<file path="src/rtl/mmcm_drp_pkg.sv">
// Shared types and widths for the MMCM DRP reconfiguration sequencer.
package mmcm_drp_pkg;

  localparam int DRP_ADDR_W = 7;
  localparam int DRP_DATA_W = 16;

  typedef enum logic [2:0] {
    S_IDLE,
    S_RST,
    S_RD,
    S_RD_WAIT,
    S_WR,
    S_WR_WAIT,
    S_LOCK
  } drp_state_t;

  typedef struct packed {
    logic [DRP_ADDR_W-1:0] addr;
    logic [DRP_DATA_W-1:0] mask;
    logic [DRP_DATA_W-1:0] data;
  } drp_entry_t;

endpackage

</file>
<file path="src/rtl/mmcm_drp_rom.sv">
// Fixed table of MMCM DRP register updates, one row set per clock configuration.
module mmcm_drp_rom
  import mmcm_drp_pkg::*;
#(
  parameter int NUM_CFG = 4,
  parameter int ENTRIES = 8
) (
  input  logic [$clog2(NUM_CFG)-1:0] cfg,
  input  logic [$clog2(ENTRIES)-1:0] idx,
  output drp_entry_t                 entry
);

  logic [1:0] csel;
  logic [2:0] esel;
  logic [5:0] half;

  always_comb begin
    csel = 2'(cfg);
    esel = 3'(idx);
    // CLKOUT0 high/low time; divide ratios 4, 2, 8, 10
    case (csel)
      2'd0:    half = 6'd2;
      2'd1:    half = 6'd1;
      2'd2:    half = 6'd4;
      default: half = 6'd5;
    endcase
    entry = '0;
    case (esel)
      3'd0: entry = '{addr: 7'h08, mask: 16'h1000, data: {4'h0, half, half}};
      3'd1: entry = '{addr: 7'h09, mask: 16'h8000, data: 16'h0000};
      3'd2: entry = '{addr: 7'h0A, mask: 16'h1000,
                      data: {4'h0, half[4:0], 1'b0, half[4:0], 1'b0}};
      3'd3: entry = '{addr: 7'h0B, mask: 16'h8000, data: 16'h0000};
      3'd4: entry = '{addr: 7'h14, mask: 16'h1000, data: 16'h0104};
      3'd5: entry = '{addr: 7'h15, mask: 16'h8000, data: 16'h0000};
      3'd6: entry = '{addr: 7'h16, mask: 16'hC000, data: 16'h1041};
      default: entry = '{addr: 7'h18, mask: 16'hFC00, data: 16'h03E8};
    endcase
  end

endmodule

</file>
<file path="src/rtl/mmcm_drp_ctrl.sv">
// Run-time MMCM reconfiguration: holds MMCM in reset, read-modify-writes DRP registers, waits for lock.
// Optional DRP_TIMEOUT_EN: bounds each wait for drp_drdy to DRDY_TIMEOUT cycles.
module mmcm_drp_ctrl
  import mmcm_drp_pkg::*;
#(
  parameter int NUM_CFG      = 4,
  parameter int ENTRIES      = 8,
  parameter int LOCK_TIMEOUT = 65535
`ifdef DRP_TIMEOUT_EN
  , parameter int DRDY_TIMEOUT = 255
`endif
) (
  input  logic                          CLK100MHZ,
  input  logic                          CPU_RESETN,
  input  logic [$clog2(NUM_CFG)-1:0]    cfg_sel,
  input  logic                          cfg_req,
  output logic                          busy,
  output logic                          done,
  output logic                          err,
  output logic                          drp_den,
  output logic                          drp_dwe,
  output logic [DRP_ADDR_W-1:0]         drp_daddr,
  output logic [DRP_DATA_W-1:0]         drp_di,
  input  logic [DRP_DATA_W-1:0]         drp_do,
  input  logic                          drp_drdy,
  output logic                          mmcm_rst,
  input  logic                          mmcm_locked
);

  localparam int CW = $clog2(NUM_CFG);
  localparam int IW = $clog2(ENTRIES);
  localparam int LW = $clog2(LOCK_TIMEOUT + 1);

  drp_state_t      state;
  logic [CW-1:0]   cfg_q;
  logic [IW-1:0]   idx;
  logic [LW-1:0]   lcnt;
  logic [1:0]      lsync;
  logic            locked_s;
  drp_entry_t      entry;
`ifdef DRP_TIMEOUT_EN
  localparam int DW = $clog2(DRDY_TIMEOUT + 1);
  logic [DW-1:0]   dcnt;
`endif

  assign locked_s = lsync[1];

  mmcm_drp_rom #(
    .NUM_CFG(NUM_CFG),
    .ENTRIES(ENTRIES)
  ) u_rom (
    .cfg  (cfg_q),
    .idx  (idx),
    .entry(entry)
  );

  always_ff @(posedge CLK100MHZ or negedge CPU_RESETN) begin
    if (!CPU_RESETN) lsync <= '0;
    else             lsync <= {lsync[0], mmcm_locked};
  end

  always_ff @(posedge CLK100MHZ or negedge CPU_RESETN) begin
    if (!CPU_RESETN) begin
      state     <= S_IDLE;
      cfg_q     <= '0;
      idx       <= '0;
      lcnt      <= '0;
      busy      <= 1'b0;
      done      <= 1'b0;
      err       <= 1'b0;
      drp_den   <= 1'b0;
      drp_dwe   <= 1'b0;
      drp_daddr <= '0;
      drp_di    <= '0;
      mmcm_rst  <= 1'b0;
`ifdef DRP_TIMEOUT_EN
      dcnt      <= '0;
`endif
    end else begin
      drp_den <= 1'b0;
      drp_dwe <= 1'b0;
      done    <= 1'b0;
      unique case (state)
        S_IDLE: if (cfg_req) begin
          cfg_q    <= cfg_sel;
          idx      <= '0;
          err      <= 1'b0;
          busy     <= 1'b1;
          mmcm_rst <= 1'b1;
          state    <= S_RST;
        end
        S_RST: begin
          mmcm_rst <= 1'b1;
          state    <= S_RD;
        end
        // den is registered here, so the strobe lines up with the first wait cycle
        S_RD: begin
          drp_den   <= 1'b1;
          drp_daddr <= entry.addr;
`ifdef DRP_TIMEOUT_EN
          dcnt      <= '0;
`endif
          state     <= S_RD_WAIT;
        end
        S_RD_WAIT: if (drp_drdy) begin
          drp_di <= (drp_do & entry.mask) | (entry.data & ~entry.mask);
          state  <= S_WR;
        end
`ifdef DRP_TIMEOUT_EN
        else if (dcnt == DW'(DRDY_TIMEOUT - 1)) begin
          err      <= 1'b1;
          mmcm_rst <= 1'b0;
          busy     <= 1'b0;
          state    <= S_IDLE;
        end else dcnt <= dcnt + DW'(1);
`endif
        S_WR: begin
          drp_den <= 1'b1;
          drp_dwe <= 1'b1;
`ifdef DRP_TIMEOUT_EN
          dcnt    <= '0;
`endif
          state   <= S_WR_WAIT;
        end
        S_WR_WAIT: if (drp_drdy) begin
          if (idx == IW'(ENTRIES - 1)) begin
            mmcm_rst <= 1'b0;
            lcnt     <= '0;
            state    <= S_LOCK;
          end else begin
            idx   <= idx + IW'(1);
            state <= S_RD;
          end
        end
`ifdef DRP_TIMEOUT_EN
        else if (dcnt == DW'(DRDY_TIMEOUT - 1)) begin
          err      <= 1'b1;
          mmcm_rst <= 1'b0;
          busy     <= 1'b0;
          state    <= S_IDLE;
        end else dcnt <= dcnt + DW'(1);
`endif
        S_LOCK: if (locked_s) begin
          done  <= 1'b1;
          busy  <= 1'b0;
          state <= S_IDLE;
        end else if (lcnt == LW'(LOCK_TIMEOUT - 1)) begin
          err   <= 1'b1;
          busy  <= 1'b0;
          state <= S_IDLE;
        end else lcnt <= lcnt + LW'(1);
        default: state <= S_IDLE;
      endcase
    end
  end

endmodule

</file>
<file path="config.mk">
export PLATFORM = sky130hd
export DESIGN_NAME = mmcm_drp_ctrl
export DESIGN_NICKNAME = d
export VERILOG_FILES = /design/src/rtl/mmcm_drp_pkg.sv /design/src/rtl/mmcm_drp_rom.sv /design/src/rtl/mmcm_drp_ctrl.sv
export SDC_FILE = /design/constraint.sdc
export NUM_CORES = 1
export LEC_CHECK = 0
export ABC_AREA = 0
export CAP_MARGIN = 20
export CORE_UTILIZATION = 31
export DETAILED_ROUTE_END_ITERATION = 10
export GPL_TIMING_DRIVEN = 0
export SETUP_SLACK_MARGIN = 0.4
export SLEW_MARGIN = 30
export SYNTH_ARGS = -nofsm -noshare
export SYNTH_HDL_FRONTEND = slang
export SYNTH_SLANG_ARGS = --single-unit
</file>
<file path="constraint.sdc">
create_clock -name CLK100MHZ -period 2.5 [get_ports CLK100MHZ]
set_input_delay 0.625 -clock CLK100MHZ [delete_from_list [all_inputs] [get_ports CLK100MHZ]]
set_output_delay 0.625 -clock CLK100MHZ [all_outputs]
set_load 0.02 [all_outputs]
</file>
==> results.json <==
{
  "numCtsBuffers": 5,
  "die_w_microns": 91.9,
  "startpoint": "drp_di[9]",
  "regArea_sq_um": 1280,
  "cts_tree": "yes",
  "route.detailed.drc": 0,
  "num_rows": 32,
  "drive_gt1_frac": 0.106,
  "placed_cell_area_sq_um": 3050,
  "via_per_inst": 5.00,
  "fin_skew_ns": 0.00680,
  "leakage_nw": 1.37,
  "synth.area.mux_share": 0.0470,
  "wire_per_inst_microns": 13.7,
  "p_clk_frac": 0.172,
  "synth_seq_cells": 51,
  "netSwitchingFraction": 0.385,
  "syn_area_sq_um": 2500,
  "rsz0062_at_grt": "false",
  "grt_usage": 0.144,
  "dp_hpwl_microns": 3950,
  "hold_violations": 0,
  "synth_compound_area_frac": 0.165,
  "root_buffer": "clkbuf_8",
  "drv_cap": 0,
  "nets": 334,
  "postLayoutCellArea_sq_um": 3160,
  "hold_path.class": "in -> async",
  "yosys.area_share.simple": 0.188,
  "diodes": 0,
  "clockBufferDepth": 2,
  "worst_ep_required_time_ns": 1.88,
  "worst_slew_pin_slew_ns": 0.834,
  "grt_pass1_vias": 2029,
  "core_region_area_sq_um": 7770,
  "drtAntennaViolNets": 0,
  "synth_top_family_by_area": "simple AND/OR/NAND/NOR gates",
  "antenna_found_initial": 0,
  "r2r-start": "lcnt[0]",
  "die-area_sq_um": 8440,
  "start_kind": "register",
  "syn_inst": 255,
  "max_slew_margin": 0.443,
  "grt_max_degree": 45,
  "p_switching_mw": 1.27,
  "portBuffers": 38,
  "dr.pass1.iters": 4,
  "pre_cts_ws_ns": 0.220,
  "total_power_mw": 3.30,
  "top_layer": "met4",
  "setup_ws_ns": 0.488,
  "finalWorstPathRequiredPeriod_ns": 2.01,
  "layout_worst_path_cycle_share": 0.805,
  "yosysWarnings": 0,
  "seq_area_frac_synth": 0.509,
  "initial_core_util": 0.322,
  "synth_xor_area_frac": 0,
  "die_h_microns": 91.9,
  "htreeDepth": 2,
  "power_frac_seq": 0.418,
  "met1_length_microns": 2560,
  "final_common_cell": "dfrtp_1",
  "worstPathArrival_ns": 1.39,
  "timing.fmax_mhz": 497,
  "gp_congestion": 0.767,
  "first_iter_violations": 101,
  "avgSynthCellArea_sq_um": 9.82,
  "grt_pass1_wl_microns": 9780,
  "grt_overflow": 0,
  "intPower_mw": 2.03,
  "comb_power_share": 0.410,
  "multi_input_area_sq_um": 1130,
  "power.density_nw_per_um2": 1040,
  "cp-end-kind": "primary output",
  "vdd_drop_max_uv": 432,
  "critPathMaxFanout": 3,
  "worst_skew_pair.late_latency_ns": 0.31,
  "layout.cells.most_common_list": "51 x dfrtp_1, 37 x clkdlybuf4s50_1, 34 x nor2_1",
  "vias": 2025,
  "area_delta_synth_final_pct": 26.3,
  "synthAdderAreaFrac": 0.0400,
  "io_pins": 52,
  "cts.sinks": 51,
  "setup_viol": 0,
  "status": "finished, final reports clean",
  "synth_cell_types": 43,
  "wirelength_microns": 5550,
  "path_clk_slew_ns": 0.09,
  "wl_met2_microns": 2690,
  "fillers": 781,
  "wl_met3_microns": 201,
  "report.final.slew_viol_count": 0,
  "critical_path_class": "reg -> out"
}
-- repair_timing --
item                                    4_1_cts  5_1_grt
hold buffers                                  0        0
endpoints found under the setup margin        0       14
gates resized for setup                       0        2
buffers inserted                              0        0
-- sequential cells by signal (all words and copies together), names as in the netlist, 2 cells and up --
name / flops
drp_di: 14
lsync: 2
lcnt: 16
idx: 3
drp_daddr: 5
cfg_q: 2
state: 3
-- worst max-delay path: stages, from the launching register on --
cell             delay [ns]
dfrtp_1                0.38
buf_4                  0.11
clkdlybuf4s50_1        0.59
-- per-stage QoR --
step                      hold slack, ns  std cells  setup TNS, ns   util
after global placement             0.343        397         -41.18  0.389
after detailed placement           0.337        398              0  0.392
after CTS                          0.122        405              0  0.406
after floorplan                    0.329        257              0      -
after global routing               0.127        405              0  0.407
final                              0.129        405              0  0.407
-- cell usage after synthesis (all sizes together) --
cell type	n	area [sq um]
o31ai	3	22.5
or3b	1	8.76
nand3b	3	22.5
nor3	5	30.0
nor2b	1	6.26
and4	1	8.76
mux2i	5	50.1
mux2	6	67.6
ha	8	100
or2	1	6.26
and3b	1	8.76
a21o	2	15.0
a31o	1	8.76
nand2b	3	18.8
o211ai	2	15.0
o21ai	28	140
o22a	1	8.76
a21oi	15	75.1
a22o	4	35.0
clkbuf	6	23.8
o31a	1	17.5
a2111oi	1	8.76
inv	11	41.3
nor3b	1	7.51
buf	7	57.6
nand2	22	82.6
nand4	9	68.8
dfrtp	51	1280
a21boi	1	7.51
conb	1	3.75
o41ai	3	26.3
nor4	3	33.8
nand3	8	40.0
a31oi	4	25.0
o2bb2ai	1	8.76
nor2	34	128
-- worst paths after layout --
path | end | slack (ns) | cells after the start
worst min-delay path | lcnt[10] | 0.13 | 1
max in group asynchronous | drp_daddr[0] | 1.94 | 2
worst max-delay path | drp_di[9] | 0.49 | 2
min in group CLK100MHZ | lsync[1] | 0.36 | 0
worst max register to register | state[1] | 0.59 | 8
worst min register to register | lsync[1] | 0.36 | 0
-- power by group through the flow --
| stage | clock, mW | combinational (mW) | sequential [mW] |
|---|---|---|---|
| after floorplan | 0 | 0.715 | 1.50 |
| after global placement | 0 | 1.33 | 1.39 |
| after detailed placement | 0 | 1.34 | 1.39 |
| after CTS | 0.591 | 1.35 | 1.38 |
| after global routing | 0.614 | 1.50 | 1.43 |
| final | 0.567 | 1.35 | 1.38 |
-- metal layers --
| metal | global-route usage | vias up |
|---|---|---|
| li1 | - | 990 |
| met1 | 0.176 | 983 |
| met2 | 0.244 | 42 |
| met3 | 0.0315 | 10 |
| met4 | 0.0599 | 0 |
| met5 | 0 | - |
-- layout make-up --
class / instances / area share
clock inverter: 2 / 0.0119
sequential: 51 / 0.403
buffer: 13 / 0.0257
tap: 102 / 0.0403
timing repair buffer: 39 / 0.128
multi-input combinational: 182 / 0.356
clock buffer: 5 / 0.0217
inverter: 11 / 0.0130
-- cell families after synthesis --
logic type	after synthesis
AOI/OAI and AO/OA	67
adders and majority gates	8
buffers and inverters	24
DFF	51
muxes	11
other	1
and+or+nand+nor	93
Note: power is estimated with default switching activity, not from simulation.
